### src/rtl/serial_adder_if.sv
// serial_adder_if: operand/result handshake bundle for serial_adder.
//   master : producer/consumer side (drives operands and out_ready)
//   slave  : the adder (drives in_ready and the result)
// Signals:
//   in_valid/in_ready    operand handshake; a, b, cin qualify it
//   out_valid/out_ready  result handshake; sum, cout, ovf qualify it
interface serial_adder_if #(
    parameter int WIDTH = 8
);
    logic             in_valid;
    logic             in_ready;
    logic [WIDTH-1:0] a;
    logic [WIDTH-1:0] b;
    logic             cin;
    logic             out_valid;
    logic             out_ready;
    logic [WIDTH-1:0] sum;
    logic             cout;
    logic             ovf;

    modport master (
        output in_valid, a, b, cin, out_ready,
        input  in_ready, out_valid, sum, cout, ovf
    );

    modport slave (
        input  in_valid, a, b, cin, out_ready,
        output in_ready, out_valid, sum, cout, ovf
    );
endinterface

### src/rtl/serial_adder.sv
// serial_adder: bit-serial ripple adder built from one full-adder cell and a
// carry flop, iterated LSB first over WIDTH clocks.
// Ports:
//   clk    rising-edge clock
//   rst_n  asynchronous active-low reset
//   bus    serial_adder_if.slave: operands a, b, cin in; sum, cout, ovf out,
//          with valid/ready handshakes on both sides; one op in flight.
// The result appears exactly WIDTH clocks after the operand accept edge and
// is held until the downstream accepts it.
module serial_adder #(
    parameter int WIDTH = 8
) (
    input  logic           clk,
    input  logic           rst_n,
    serial_adder_if.slave  bus
);
    localparam int CNT_W = (WIDTH > 2) ? $clog2(WIDTH) : 1;

    localparam logic [1:0] IDLE = 2'd0;
    localparam logic [1:0] RUN  = 2'd1;
    localparam logic [1:0] DONE = 2'd2;

    localparam logic [CNT_W-1:0] CNT_PRE  = CNT_W'(WIDTH - 2);
    localparam logic [CNT_W-1:0] CNT_LAST = CNT_W'(WIDTH - 1);

    logic [1:0]       state;
    logic [CNT_W-1:0] cnt;
    logic [WIDTH-1:0] a_sh;
    logic [WIDTH-1:0] b_sh;
    logic [WIDTH-1:0] sum_sh;
    logic [WIDTH-1:0] sum_q;
    logic             carry;
    logic             c_msb;
    logic             cout_q;
    logic             ovf_q;

    // The single full-adder cell.
    logic s_bit;
    logic c_next;

    always_comb begin
        s_bit  = a_sh[0] ^ b_sh[0] ^ carry;
        c_next = (a_sh[0] & b_sh[0]) | (carry & (a_sh[0] ^ b_sh[0]));
    end

    always_ff @(posedge clk or negedge rst_n) begin
        if (!rst_n) begin
            state  <= IDLE;
            cnt    <= '0;
            a_sh   <= '0;
            b_sh   <= '0;
            sum_sh <= '0;
            carry  <= 1'b0;
            c_msb  <= 1'b0;
            sum_q  <= '0;
            cout_q <= 1'b0;
            ovf_q  <= 1'b0;
        end else begin
            case (state)
                IDLE: begin
                    // Carry is reloaded from cin on every accept, so nothing
                    // leaks from the previous operation.
                    if (bus.in_valid) begin
                        a_sh  <= bus.a;
                        b_sh  <= bus.b;
                        carry <= bus.cin;
                        cnt   <= '0;
                        state <= RUN;
                    end
                end
                RUN: begin
                    a_sh   <= a_sh >> 1;
                    b_sh   <= b_sh >> 1;
                    sum_sh <= {s_bit, sum_sh[WIDTH-1:1]};
                    carry  <= c_next;
                    // Carry produced by bit WIDTH-2 is the carry into the MSB,
                    // needed for the signed overflow flag.
                    if (cnt == CNT_PRE) begin
                        c_msb <= c_next;
                    end
                    if (cnt == CNT_LAST) begin
                        sum_q  <= {s_bit, sum_sh[WIDTH-1:1]};
                        cout_q <= c_next;
                        ovf_q  <= c_msb ^ c_next;
                        state  <= DONE;
                    end else begin
                        cnt <= cnt + 1'b1;
                    end
                end
                DONE: begin
                    if (bus.out_ready) begin
                        state <= IDLE;
                    end
                end
                default: state <= IDLE;
            endcase
        end
    end

    assign bus.in_ready  = (state == IDLE);
    assign bus.out_valid = (state == DONE);
    assign bus.sum       = sum_q;
    assign bus.cout      = cout_q;
    assign bus.ovf       = ovf_q;
endmodule
### src/flat_wrapper.sv
// flat-port wrapper written by rule: the top's interface ports become plain ports
module serial_adder_flat 
#(
    parameter int WIDTH = 8
)
  (clk, rst_n, bus_in_valid, bus_a, bus_b, bus_cin, bus_out_ready, bus_in_ready, bus_out_valid, bus_sum, bus_cout, bus_ovf);
  serial_adder_if #(.WIDTH(WIDTH)) bus_i ();
  input  logic clk;
  input  logic rst_n;
  input wire logic [$bits(bus_i.in_valid)-1:0] bus_in_valid;
  input wire logic [$bits(bus_i.a)-1:0] bus_a;
  input wire logic [$bits(bus_i.b)-1:0] bus_b;
  input wire logic [$bits(bus_i.cin)-1:0] bus_cin;
  input wire logic [$bits(bus_i.out_ready)-1:0] bus_out_ready;
  output wire logic [$bits(bus_i.in_ready)-1:0] bus_in_ready;
  output wire logic [$bits(bus_i.out_valid)-1:0] bus_out_valid;
  output wire logic [$bits(bus_i.sum)-1:0] bus_sum;
  output wire logic [$bits(bus_i.cout)-1:0] bus_cout;
  output wire logic [$bits(bus_i.ovf)-1:0] bus_ovf;
  assign bus_i.in_valid = bus_in_valid;
  assign bus_i.a = bus_a;
  assign bus_i.b = bus_b;
  assign bus_i.cin = bus_cin;
  assign bus_i.out_ready = bus_out_ready;
  assign bus_in_ready = bus_i.in_ready;
  assign bus_out_valid = bus_i.out_valid;
  assign bus_sum = bus_i.sum;
  assign bus_cout = bus_i.cout;
  assign bus_ovf = bus_i.ovf;
  serial_adder #(.WIDTH(WIDTH)) u_core (.clk(clk), .rst_n(rst_n), .bus(bus_i));
endmodule
### config.mk
export PLATFORM = sky130hd
export DESIGN_NAME = serial_adder_flat
export DESIGN_NICKNAME = d
export VERILOG_FILES = /design/src/rtl/serial_adder_if.sv /design/src/rtl/serial_adder.sv /design/src/flat_wrapper.sv
export SDC_FILE = /design/constraint.sdc
export NUM_CORES = 1
export LEC_CHECK = 0
export BUFFER_PORTS_ARGS = -buffer_cell sky130_fd_sc_hd__buf_2
export CAP_MARGIN = 20
export CORE_ASPECT_RATIO = 1.25
export CORE_MARGIN = 5
export CORE_UTILIZATION = 40
export CTS_CLUSTER_DIAMETER = 120
export DETAILED_ROUTE_END_ITERATION = 16
export PLACE_DENSITY_LB_ADDON = 0.1
export SKIP_CTS_REPAIR_TIMING = 1
export SLEW_MARGIN = 20
export SYNTH_ARGS = -nofsm -noshare
export SYNTH_HDL_FRONTEND = slang
export SYNTH_SLANG_ARGS = --single-unit
### constraint.sdc
create_clock -name clk -period 2.7 [get_ports clk]
set_input_delay 0.135 -clock clk [delete_from_list [all_inputs] [get_ports clk]]
set_output_delay 0.135 -clock clk [all_outputs]
set_load 0.1 [all_outputs]
# Word-level counts from Yosys, hierarchy flattened
# Cells that the tools add are included.
totals:
  inputBits: 21
  ff_bits: 41
classes:
  muxes: 13
  n_addsub: 1
  n_bitwise: 6
  eq_ne: 8
  n_reduce_logical: 7
ops:
  columns: ["operator", "n"]
  rows:
  - ["8-bit case mux with 2 select lines", 2]
  - ["8-bit two-way mux", 2]
  - ["3-bit equality test, second input constant", 2]
  - ["2-bit two-way mux", 3]
  - ["3-bit two-way mux", 2]
  - ["2-bit inequality test, second input constant", 3]
  - ["2-bit case mux with 3 select lines", 1]
  - ["3-bit case mux with 2 select lines", 1]
  - ["2-bit AND reduction", 3]
  - ["3-bit AND reduction", 2]
  - ["3-bit by 1-bit adder with 3-bit output, second input constant", 1]
  - ["1-bit bitwise XOR", 3]
  - ["1-bit bitwise AND", 2]
  - ["2-bit by 1-bit equality test with 1-bit output, second input constant", 1]
  - ["2-bit equality test, second input constant", 1]
  - ["2-bit logical NOT", 1]
  - ["2-bit by 1-bit inequality test with 1-bit output, second input constant", 1]
  - ["1-bit case mux with 2 select lines", 1]
  - ["2-bit nonzero test", 1]
  - ["1-bit two-way mux", 1]
  - ["1-bit OR", 1]

# Logic depth before layout (Yosys ltp)
logic_depth:
  ltp_word: 4
  ltp_mapped: 5

# Worst setup path after synthesis
# OpenSTA, ideal clock, no wires.
synth_timing:
  path_kind: "flip-flop to flip-flop"
  startpoint: "register u_core.state[1]"
  endpoint: "register u_core.b_sh[7]"
  n_path_buf: 1
  synth_period_minus_slack_ps: 2244
  arrival_ps: 2171
  path_stages_with_launch: 4
  setup_slack_ps: 456
  t_required_ps: 2627
  path_cell_list: "dfrtp_1 buf_6 nor2_1 a221o_1"
synth_via:
  elab_chain_len: 3
synth_rtl:
  columns: ["item", "line", "rtl"]
  rows:
  - ["start, declared", "serial_adder.sv:26", "logic [1:0] state;"]
  - ["start signal, assigned", "serial_adder.sv:48", "state <= IDLE;"]
  - ["start signal, assigned", "serial_adder.sv:68", "state <= RUN;"]
  - ["start signal, assigned", "serial_adder.sv:85", "state <= DONE;"]
  - ["2-bit logical NOT (*)", null, null]
  - ["net bus_in_ready", "flat_wrapper.sv:15", "output wire logic [$bits(bus_i.in_ready)-1:0] bus_in_ready;"]
  - ["2-bit inequality test (no line) / 2-bit nonzero test (equally long branches)", null, null]
  - ["2-bit AND reduction (no line)", null, null]
  - ["end signal, assigned", "serial_adder.sv:65", "b_sh <= bus.b;"]
  - ["end signal, assigned", "serial_adder.sv:73", "b_sh <= b_sh >> 1;"]
  - ["end, declared", "serial_adder.sv:29", "logic [WIDTH-1:0] b_sh;"]
# Mark *: on every way through the listed nets, which the timed path passes. The rest lies on a longest branch.
# A chain may end at the register's enable or synchronous reset.

# Worst setup path after layout
layout_timing:
  startpoint: "register u_core.state[0]"
  endpoint: "output port bus_in_ready"
layout_via:
  elab_chain_len: 1
layout_rtl:
  columns: ["item", "line", "rtl"]
  rows:
  - ["2-bit logical NOT", "serial_adder.sv:100", "assign bus.in_ready = (state == IDLE);"]
  - ["end, declared", "flat_wrapper.sv:15", null]
# No other way between the ends.

==> impl_metrics.toml <==
[run_status]
outcome = "finished with violations"
failed_checks = "negative hold slack"

[timing]
setup_violations = 0
drv_slew = 0
finalSetupTns_ns = 0
maxSlewHeadroom = 0.4101
period_share = 0.7153
hold_viol = 40
fmax_mhz = 517.8
whs_ns = -0.02935
finClkSkew_ns = 0.003617
min_period_ns = 1.931
worst_pin_slew_ns = 0.8848
rsz0062_at_grt = "false"

[floorplanning]
start_util = 0.4079
core_area_sq_um = 4659
die_y_microns = 87.07
boundaryPins = 33
std_cell_rows = 28
die_area_sq_um = 6239
die_w_microns = 71.66

[logic_synthesis]
synth_cells = 147
synth-compound-area-share = 0.1152
yosysWarnings = 0
synth_cell_types = 32
avgSynthCellArea_sq_um = 12.93
synth_adder_area_share = 0.03028
synthMuxAreaShare = 0.1066
synth-simple-area-share = 0.1573
synth_edf_count = 0
yosysTopAreaCell = "dfrtp_1"
synthTopCellsByArea = "dfrtp_1 (53%), mux2_2 (9.5%), nor4b_1 (4.6%)"
synth-seq-area-share = 0.5267
synth.net_count = 172
synth_ff_type = "dfrtp_1"
syn-cell-area_sq_um = 1901
ys_ff_latch = 40
synth.most_common_cell = "dfrtp_1"
synth_top_family_by_area = "simple AND/OR/NAND/NOR gates"
synth_common_cells = "dfrtp_1 (40), mux2_2 (16), inv_1 (11)"
synthXorXnorAreaFrac = 0.004608
yosysTopAreaCellShare = 0.5267
synthArstFlopShare = 1.000

[clocking]
cts_buffers = 5
cts-root-buf = "clkbuf_8"
clk_latency_ns = 0.28
h-tree-depth = 2
cts_sinks = 40
cts.path.max_buffers = 2
path_clk_slew_ns = 0.07
cts_tree = "yes"

[critical_path]
critical_path.max_fanout = 20
worstSetupStartpointType = "flip-flop"
critPathKind = "reg2out"
crit_path_cell_trace = "buf_4 > nor2_1 > buf_2"
max_stage_delay_ns = 0.57
cp_slowest_cell = "dfrtp_1"
arrival_ns = 1.80
worstPathRequired_ns = 2.57
end_kind = "output port"

[finish]
drive_gt1_frac = 0.3672
area_growth_pct = 15.08
diodes = 0
nets = 201

[global_route]
grt-ovfl-total = 0
met1_usage = 0.1478
top_usage_layer = "met2"
grt_max_degree = 41
track_usage = 0.1280
grt_pass1_wl_microns = 6306
gr-usage-met3 = 0.04042
antenna_found_initial = 0
grt_pass1_vias = 1349
use_met2 = 0.2241

[placed_design]
hpwl_microns = 2482
io_buffers = 32
gp_congestion = 0.6920

[run]
cap_violations = 0

[routing]
routed_wl_microns = 3598
antenna_left = 0
dr.pass1.iters = 4
drc = 0
wire_per_inst_microns = 15.18
vias_per_cell = 5.354
first_iter_violations = 50
vias = 1269

[worst_hold_path]
hp-class = "in2async"
## final cells by class
cell class                 count  area, sq um
sequential                    40         1001
clock inverter                 2        35.03
inverter                      11        41.29
multi-input combinational     84        787.0
fill                         425         2472
clock buffer                   6        72.57
timing repair buffer          34        175.2
tap                           60        75.07
## through the flow
step	cells	hold WS, ns	setup slack (ns)	area, sq um	utilization
2_1_floorplan	147	-0.1606	0.4557	1901	-
3_3_place_gp	229	0.2998	0.9263	2079	0.4463
3_5_place_dp	229	0.3150	0.7776	2079	0.4463
4_1_cts	237	-0.001756	0.7466	2187	0.4694
5_1_grt	237	0.03341	0.6419	2187	0.4694
6_report	237	-0.02935	0.7687	2187	0.4694
## registers in the layout, indices dropped and copies added, names as in the netlist
signal / flops
u_core.a_sh: 8
u_core.b_sh: 8
u_core.bus.sum: 8
u_core.sum_sh: 7
u_core.cnt: 3
u_core.state: 2
u_core.bus.cout: 1
u_core.bus.ovf: 1
u_core.c_msb: 1
u_core.carry: 1
## worst max-delay path, delay by kind of cell, from the launching register on
kind / cells / cell delay [ns]
buffers and inverters: 2 / 0.76
DFF: 1 / 0.57
and+or+nand+nor: 1 / 0.17
## layout by cell type, fill, tap and decap left out, drive strengths merged, types with 2 or more instances in the layout
cell	instances
nor4b	10
clkbuf	6
inv	11
ha	3
nor3b	10
a211o	2
o221a	6
a211oi	9
or4b	7
mux2	18
and3	2
nand2b	2
buf	34
dfrtp	40
## worst paths after layout
path,from,endpoint,slack (ns),cells past startpoint
hold reg to reg,u_core.bus.cout$_DFFE_PN0P_,u_core.bus.cout$_DFFE_PN0P_,0.50,1
min in group clk,bus_out_ready,u_core.state[1]$_DFFE_PN0P_,0.04,2
hold / removal,rst_n,u_core.bus.sum[1]$_DFFE_PN0P_,-0.03,1
max in group asynchronous,rst_n,u_core.a_sh[7]$_DFFE_PN0P_,2.19,1
setup / recovery,u_core.state[0]$_DFFE_PN0P_,bus_in_ready,0.77,3
setup reg to reg,u_core.cnt[1]$_DFFE_PN0P_,u_core.bus.ovf$_DFFE_PN0P_,0.79,4
## layer usage
metal,vias up,part of all wire,wire length [microns]
met5,-,0,0
met3,2,0.051,182
met4,0,0.0047,17
li1,607,-,-
met1,633,0.44,1566
met2,27,0.51,1832
## kinds of logic after synthesis
kind of cell,after synthesis
mux,18
buf+inv,23
simple gates,37
xor+xnor,1
compound gates,24
flops,40
fa+ha+maj,4
Power is left out: the tool's default activity adds up to more than one toggle a clock period on the data nets, which glitch-free logic cannot reach.
